===== config.mk =====
export PLATFORM = sky130hd
export DESIGN_NAME = imem_loader
export DESIGN_NICKNAME = d
export VERILOG_FILES = /design/src/rtl/imem_loader.sv
export SDC_FILE = /design/constraint.sdc
export NUM_CORES = 1
export LEC_CHECK = 0
export BUFFER_PORTS_ARGS = -buffer_cell sky130_fd_sc_hd__buf_4
export CORE_MARGIN = 10
export CORE_UTILIZATION = 50
export DETAILED_ROUTE_END_ITERATION = 8
export PLACE_DENSITY = 0.74
export SLEW_MARGIN = 30
export SYNTH_ARGS = -nofsm -noshare
export SYNTH_HDL_FRONTEND = slang
export SYNTH_SLANG_ARGS = --single-unit

===== constraint.sdc =====
create_clock -name _iClk -period 6.6 [get_ports _iClk]
set_input_delay 1.32 -clock _iClk [delete_from_list [all_inputs] [get_ports _iClk]]
set_output_delay 1.32 -clock _iClk [all_outputs]
set_load 0.01 [all_outputs]

===== src/rtl/imem_loader.sv =====
// rtl/imem_loader.sv - framed byte-stream loader for the CPU instruction RAM
//
// Receives frames of the form SYNC_BYTE, LEN (0 = 256), LEN payload bytes, CSUM
// and writes the payload into instruction RAM starting at BASE_ADDR. The CPU
// is held in reset while a load is in progress and is released only when the
// payload plus CSUM sums to zero mod 256.
//
// Ports
//   _iClk, _iReset_n   clock, synchronous active-low reset
//   _iRxData/_iRxValid incoming byte stream
//   _oRxReady          byte accepted when _iRxValid & _oRxReady
//   _oInstMemW*        instruction RAM write port (address, data, strobe)
//   _oCpuReset         active-high reset to the CPU
//   _oLoadDone         one-cycle pulse when a frame is accepted
//   _oLoadError        sticky bad-checksum / timeout flag, cleared on next SYNC_BYTE
module imem_loader #(
    parameter logic [7:0] SYNC_BYTE      = 8'hA5,
    parameter logic [7:0] BASE_ADDR      = 8'h00,
    parameter int         TIMEOUT_CYCLES = 1000,
    parameter bit         BOOT_HOLD      = 1'b1
) (
    input  logic       _iClk,
    input  logic       _iReset_n,
    input  logic [7:0] _iRxData,
    input  logic       _iRxValid,
    output logic       _oRxReady,
    output logic [7:0] _oInstMemWAddr,
    output logic [7:0] _oInstMemWData,
    output logic       _oInstMemWrite,
    output logic       _oCpuReset,
    output logic       _oLoadDone,
    output logic       _oLoadError
);

    localparam int TW = $clog2(TIMEOUT_CYCLES + 1);

    typedef enum logic [1:0] {
        ST_IDLE = 2'd0,
        ST_LEN  = 2'd1,
        ST_DATA = 2'd2,
        ST_CSUM = 2'd3
    } state_t;

    state_t        state_q, state_d;
    logic          rx_ready_q, rx_ready_d;
    logic [7:0]    waddr_q, waddr_d;
    logic [7:0]    wdata_q, wdata_d;
    logic          write_q, write_d;
    logic          cpu_reset_q, cpu_reset_d;
    logic          load_done_q, load_done_d;
    logic          load_error_q, load_error_d;
    logic [8:0]    len_q, len_d;
    logic [8:0]    idx_q, idx_d;
    logic [7:0]    sum_q, sum_d;
    logic [TW-1:0] tmo_q, tmo_d;

    logic          accept;
    logic [7:0]    csum_total;
    logic [8:0]    idx_next;

    assign accept     = _iRxValid && rx_ready_q;
    assign csum_total = sum_q + _iRxData;
    assign idx_next   = idx_q + 9'd1;

    always_ff @(posedge _iClk) begin
        if (!_iReset_n) begin
            state_q      <= ST_IDLE;
            rx_ready_q   <= 1'b0;
            waddr_q      <= 8'h00;
            wdata_q      <= 8'h00;
            write_q      <= 1'b0;
            cpu_reset_q  <= BOOT_HOLD;
            load_done_q  <= 1'b0;
            load_error_q <= 1'b0;
            len_q        <= 9'd0;
            idx_q        <= 9'd0;
            sum_q        <= 8'h00;
            tmo_q        <= '0;
        end else begin
            state_q      <= state_d;
            rx_ready_q   <= rx_ready_d;
            waddr_q      <= waddr_d;
            wdata_q      <= wdata_d;
            write_q      <= write_d;
            cpu_reset_q  <= cpu_reset_d;
            load_done_q  <= load_done_d;
            load_error_q <= load_error_d;
            len_q        <= len_d;
            idx_q        <= idx_d;
            sum_q        <= sum_d;
            tmo_q        <= tmo_d;
        end
    end

    always_comb begin
        state_d      = state_q;
        rx_ready_d   = 1'b1;
        waddr_d      = waddr_q;
        wdata_d      = wdata_q;
        write_d      = 1'b0;
        cpu_reset_d  = cpu_reset_q;
        load_done_d  = 1'b0;
        load_error_d = load_error_q;
        len_d        = len_q;
        idx_d        = idx_q;
        sum_d        = sum_q;
        tmo_d        = '0;

        // Idle-cycle counter only runs inside a frame and restarts on every byte.
        if (state_q != ST_IDLE && !accept) begin
            tmo_d = tmo_q + 1'b1;
        end

        case (state_q)
            ST_IDLE: begin
                if (accept && _iRxData == SYNC_BYTE) begin
                    state_d      = ST_LEN;
                    cpu_reset_d  = 1'b1;
                    load_error_d = 1'b0;
                end
            end
            ST_LEN: begin
                if (accept) begin
                    len_d   = (_iRxData == 8'h00) ? 9'd256 : {1'b0, _iRxData};
                    idx_d   = 9'd0;
                    sum_d   = 8'h00;
                    state_d = ST_DATA;
                end
            end
            ST_DATA: begin
                if (accept) begin
                    write_d    = 1'b1;
                    waddr_d    = BASE_ADDR + idx_q[7:0];
                    wdata_d    = _iRxData;
                    idx_d      = idx_next;
                    sum_d      = csum_total;
                    // Bubble after each payload byte paces the RAM writes.
                    rx_ready_d = 1'b0;
                    if (idx_next == len_q) begin
                        state_d = ST_CSUM;
                    end
                end
            end
            ST_CSUM: begin
                if (accept) begin
                    if (csum_total == 8'h00) begin
                        cpu_reset_d = 1'b0;
                        load_done_d = 1'b1;
                    end else begin
                        load_error_d = 1'b1;
                    end
                    state_d = ST_IDLE;
                end
            end
            default: state_d = ST_IDLE;
        endcase

        // Timeout abandons the frame; the CPU stays held in reset.
        if (state_q != ST_IDLE && !accept && tmo_q == TW'(TIMEOUT_CYCLES - 1)) begin
            load_error_d = 1'b1;
            state_d      = ST_IDLE;
        end
    end

    assign _oRxReady      = rx_ready_q;
    assign _oInstMemWAddr = waddr_q;
    assign _oInstMemWData = wdata_q;
    assign _oInstMemWrite = write_q;
    assign _oCpuReset     = cpu_reset_q;
    assign _oLoadDone     = load_done_q;
    assign _oLoadError    = load_error_q;

endmodule


Yosys cells after proc, flatten, opt, wreduce, memory -nomap -nowiden:

Index checks and enable logic that the tools add are counted.

* register bits after elaboration: 59
* bits of input ports: 11
* logic and storage cells: 79

* $add $sub $neg: 3
* equality and inequality tests: 15
* muxes and demuxes: 26
* bitwise gates (word level): 1
* reductions and logical operators: 22

Operator list (number)
* 2-to-1 mux 9 bit: 3
* one-hot mux 9 bit (2 select lines): 1
* zero test 8 bit: 2
* 2-to-1 mux 8 bit: 2
* one-hot mux 8 bit (2 select lines): 1
* != test 2 bit (second input constant): 6
* 2-to-1 mux 1 bit: 11
* adder 10 x 1 -> 10 bit (second input constant): 1
* equality test 10 bit (second input constant): 1
* 2-to-1 mux 2 bit: 5
* adder 9 x 1 -> 9 bit (second input constant): 1
* equality test 9 bit: 1
* != test 3 bit (second input constant): 3
* adder 8 bit: 1
* equality test 8 bit (second input constant): 1
* one-hot mux 2 bit (4 select lines): 1
* AND reduction 2 bit: 4
* AND reduction 4 bit: 2
* AND reduction 3 bit: 2
* nonzero test 2 bit: 3
* AND reduction 5 bit: 1
* equality test 2 bit (second input constant): 2
* logical AND 1 bit: 4
* one-hot mux 1 bit (2 select lines): 2
* other kinds (6): 6

Depth between registers and ports, before layout:

* depth after elaboration: 6
* mapped depth: 9

Worst setup path before layout:

No wires, ideal clock.

* kind: input-to-reg
* start: in _iRxData[0]
* end: reg load_done_q (netlist: _oLoadDone)
* setup time: 61 ps
* data arrival time: 2944 ps
* setup slack: 3595 ps
* cell stages on the path: 8
* buffers on the path: 0
* cell sequence: ha_1 fa_1 a21o_1 a21oi_1 xnor2_1 nand3_1 nor3_1 and4b_1

* longest elaborated chain between the ends: 3

Ends and longest elaborated chain
* from (decl): RTL line 24 `input logic [7:0] _iRxData,`
* adder 8 bit: RTL line 62 `assign csum_total = sum_q + _iRxData;`
* zero test 8 bit: RTL line 146 `if (csum_total == 8'h00) begin`
* 2-to-1 mux 1 bit: RTL line 146
* to (signal assigned): RTL line 86 `load_done_q <= load_done_d;`
* to (decl): RTL line 50 `logic load_done_q, load_done_d;`

No other way between the ends.
A chain may end at the register's enable or synchronous reset.

Final worst setup path:

* start: in _iRxValid
* end: reg idx_q[3]

* longest elaborated chain between the ends: 3
* elaborated cells between the ends (all ways): 4
* classes of those cells: eq/ne (2); reduce/logical (2)

Ends and longest elaborated chain
* from (decl): RTL line 25 `input logic _iRxValid,`
* logical AND 1 bit (*): RTL line 61 `assign accept = _iRxValid && rx_ready_q;`
* != test 2 bit (no line)
* AND reduction 3 bit (no line) (*)
* to (signal assigned): RTL line 89 `idx_q <= idx_d;`
* to (decl): RTL line 53 `logic [8:0] idx_q, idx_d;`

Mark *: on every way between the ends. The rest lies on a longest branch, timed or not.

==> metrics.cfg <==
[detailed_routing]
wirelength_um=6430
drt_iter0_drc=142
postRouteAntennaNets=0
drt-vias-per-instance=5.58
first_pass_iters=4
detail_route.wl_per_cell_um=15.2
drc=0
num_vias=2360

[critical_path]
path_max_fanout=27
worstPathArrival_ps=3360
critical_path_class=primary input to flip-flop
endpoint_kind=flip-flop
r2r_start=state_q[0]$_SDFFE_PP0P_
cp-start-kind=primary input
reg2reg_depth=7
r2r_setup_slack_ps=3920
required_ps=6810
timing.rr.end=idx_q[3]$_SDFFE_PN0P_

[pwr]
leakagePower_nw=1.39
peakVddDrop_mv=0.161
pwr_density_cell_mw_per_mm2=253

[worst_hold_path]
worst_hold_startpoint=tmo_q[0]$_SDFF_PN0_
hold_path.class=flip-flop to flip-flop
whs_endpoint=tmo_q[0]$_SDFF_PN0_
worstHoldPathCells=1

[synth]
synth_edf_count=0
synth.net_count=343
ys_types=51
ys_ff_latch=59
yosysMostFrequentCell=dfxtp_1
syn-cell-area_sq_mm=0.00289
synth_area_leaders=dfxtp_1 41%, a22o_1 6.1%, ha_1 5.6%
avgSynthCellArea_sq_um=9.08
yosys_warnings=0
synth_top_cell_by_area=dfxtp_1
synth_top_area_share_pct=40.9
synth_ff_type=dfxtp_1
synth_seq_area_share_pct=40.9
synthCells=318
synth_common_cells=59 x dfxtp_1, 40 x nand2_1, 23 x nor2_1
synth-async-reset-ratio_pct=0

[timing]
holdWs_ps=455
tns_ps=0
tightest_slew_ps=807
slew_viol_final=0
skew_ps=6.44
slew-limit-headroom_pct=45.9
finalHoldViolCount=0
rsz0062_at_grt=no
min_period_ps=3150
clock.fmax_ghz=0.317
min_period_over_period_pct=47.8
final-setup-viol-count=0

[cts]
ctsHtreeMaxLevel=3
cts_buffers=9
cts.path.max_buffers=2
clock_latency_ps=330
cts_root_buffer=clkbuf_8
post_cts_buffers=0
postCtsResizedCells=0
clk_pin_slew_ps=70
cts_sinks=59
cts_hold_buf=0
cts_tree=done

[die]
die_w_um=96.0
ios=32
dieArea_sq_mm=0.00921
die_h_um=96.0
start_util_pct=52.1
core_sq_mm=0.00554
fp-row-count=27

[flow_run]
drv_cap=0

[placement]
placedInstanceArea_sq_mm=0.00315
port_buffers=31
place_hpwl_um=4570
gp_congestion=0.846

[global_route]
grt_pass1_wl_um=10900
overflow=0
grt_max_degree=28
antenna_found_initial=0
grt_use_total_pct=14.8
grt_pass1_vias=2266

[finish]
nets=371
syn_to_final_growth_pct=17.6
multi_input_area_sq_mm=0.00161
seq_area_sq_mm=0.00118
drive_gt1_share_pct=16.8
diodes=0
final_area_sq_mm=0.00339
fillers=497

[outcome]
outcome=finished, final reports clean

[critical path, cell delays in order]
cell      delay (ps)
buf_4            110
and2_1           200
nand3_1          330
clkinv_1         760
and2_1           390
o21ai_0          150
o31ai_1           90
[through the flow]
stage	utilization [%]	setup WS [ps]	power, mW	cells
2_1_floorplan	-	3590	0.434	318
5_1_grt	61.3	3290	0.890	423
6_report	61.3	3450	0.860	423
3_5_place_dp	56.8	3120	0.457	407
3_3_place_gp	56.8	3150	0.455	407
4_1_cts	61.3	3470	0.867	423
[per-layer routing]
layer / up-vias / wire (um) / global-route usage (%)
met3: 5 / 419 / 5.21
li1: 1190 / - / -
met2: 51 / 3140 / 24.2
met5: - / 0 / 0
met4: 0 / 55 / 4.79
met1: 1114 / 2810 / 17.6
[state kept, by name, summed over array words and instances, names as in the netlist, 2 cells and up]
signal,cells
tmo_q,10
idx_q,9
len_q,9
_oInstMemWAddr,8
_oInstMemWData,8
sum_q,8
state_q,2
[worst max-delay path by stage]
stage	startpoint	endpoint	cells after the start	slack, ps
detailed placement	_iRxData[0]	_oLoadDone$_SDFF_PN0_	9	3120
finish	_iRxValid	idx_q[3]$_SDFFE_PN0P_	7	3450
CTS	_iRxData[0]	_oLoadDone$_SDFF_PN0_	9	3470
global placement	_iRxData[0]	_oLoadDone$_SDFF_PN0_	9	3150
global route	_iRxValid	idx_q[3]$_SDFFE_PN0P_	7	3290
floorplan	_iRxData[0]	_oLoadDone$_SDFF_PN0_	8	3590
[power breakdown]
part	switching, mW	total [mW]	leakage (nW)	internal (mW)
clock network	0.150	0.412	0.123	0.262
logic	0.0492	0.0813	0.793	0.0321
registers	0.00519	0.367	0.475	0.362
total	0.205	0.860	1.39	0.656
[cell usage in the layout (no fill, tap or decap), types with 2 or more instances in the layout]
| master | synthesis | layout |
|---|---|---|
| a211o_1 | 2 | 2 |
| a21boi_0 | 8 | 8 |
| a21o_1 | 3 | 3 |
| a21oi_1 | 14 | 14 |
| a22o_1 | 20 | 20 |
| a31oi_1 | 2 | 2 |
| and2_1 | 6 | 6 |
| and3_1 | 6 | 6 |
| buf_4 | 0 | 31 |
| bufinv_16 | 0 | 3 |
| clkbuf_8 | 1 | 10 |
| dfxtp_1 | 59 | 59 |
| ha_1 | 13 | 13 |
| inv_1 | 8 | 8 |
| mux2i_1 | 3 | 3 |
| nand2_1 | 40 | 40 |
| nand2b_1 | 3 | 3 |
| nand3_1 | 10 | 10 |
| nand4_1 | 4 | 4 |
| nor2_1 | 23 | 23 |
| nor2b_1 | 2 | 2 |
| nor3_1 | 7 | 7 |
| nor3_4 | 2 | 2 |
| o21ai_0 | 21 | 21 |
| or3_1 | 4 | 4 |
| or4_1 | 2 | 2 |
| xnor2_1 | 10 | 10 |
| xor2_1 | 10 | 10 |
[area by class of cell]
cell class                 instances  share of cell area, %
timing repair buffer              31                   6.86
multi-input combinational        236                   47.4
clock buffer                      10                   4.05
tap                               72                   2.65
sequential                        59                   34.8
clock inverter                     6                   3.28
inverter                           9                  0.995
[cells by family after synthesis]
| logic type | Yosys count | synth area share, % |
|---|---|---|
| AO/OA/AOI/OAI | 82 | 21.1 |
| XOR/XNOR | 20 | 6.07 |
| adder cells (fa/ha/maj) | 14 | 6.33 |
| buffers and inverters | 23 | 3.38 |
| flip-flops | 59 | 40.9 |
| multiplexers | 3 | 1.04 |
| AND/OR/NAND/NOR | 117 | 21.2 |
No activity file was read; power rests on OpenSTA's default activity.
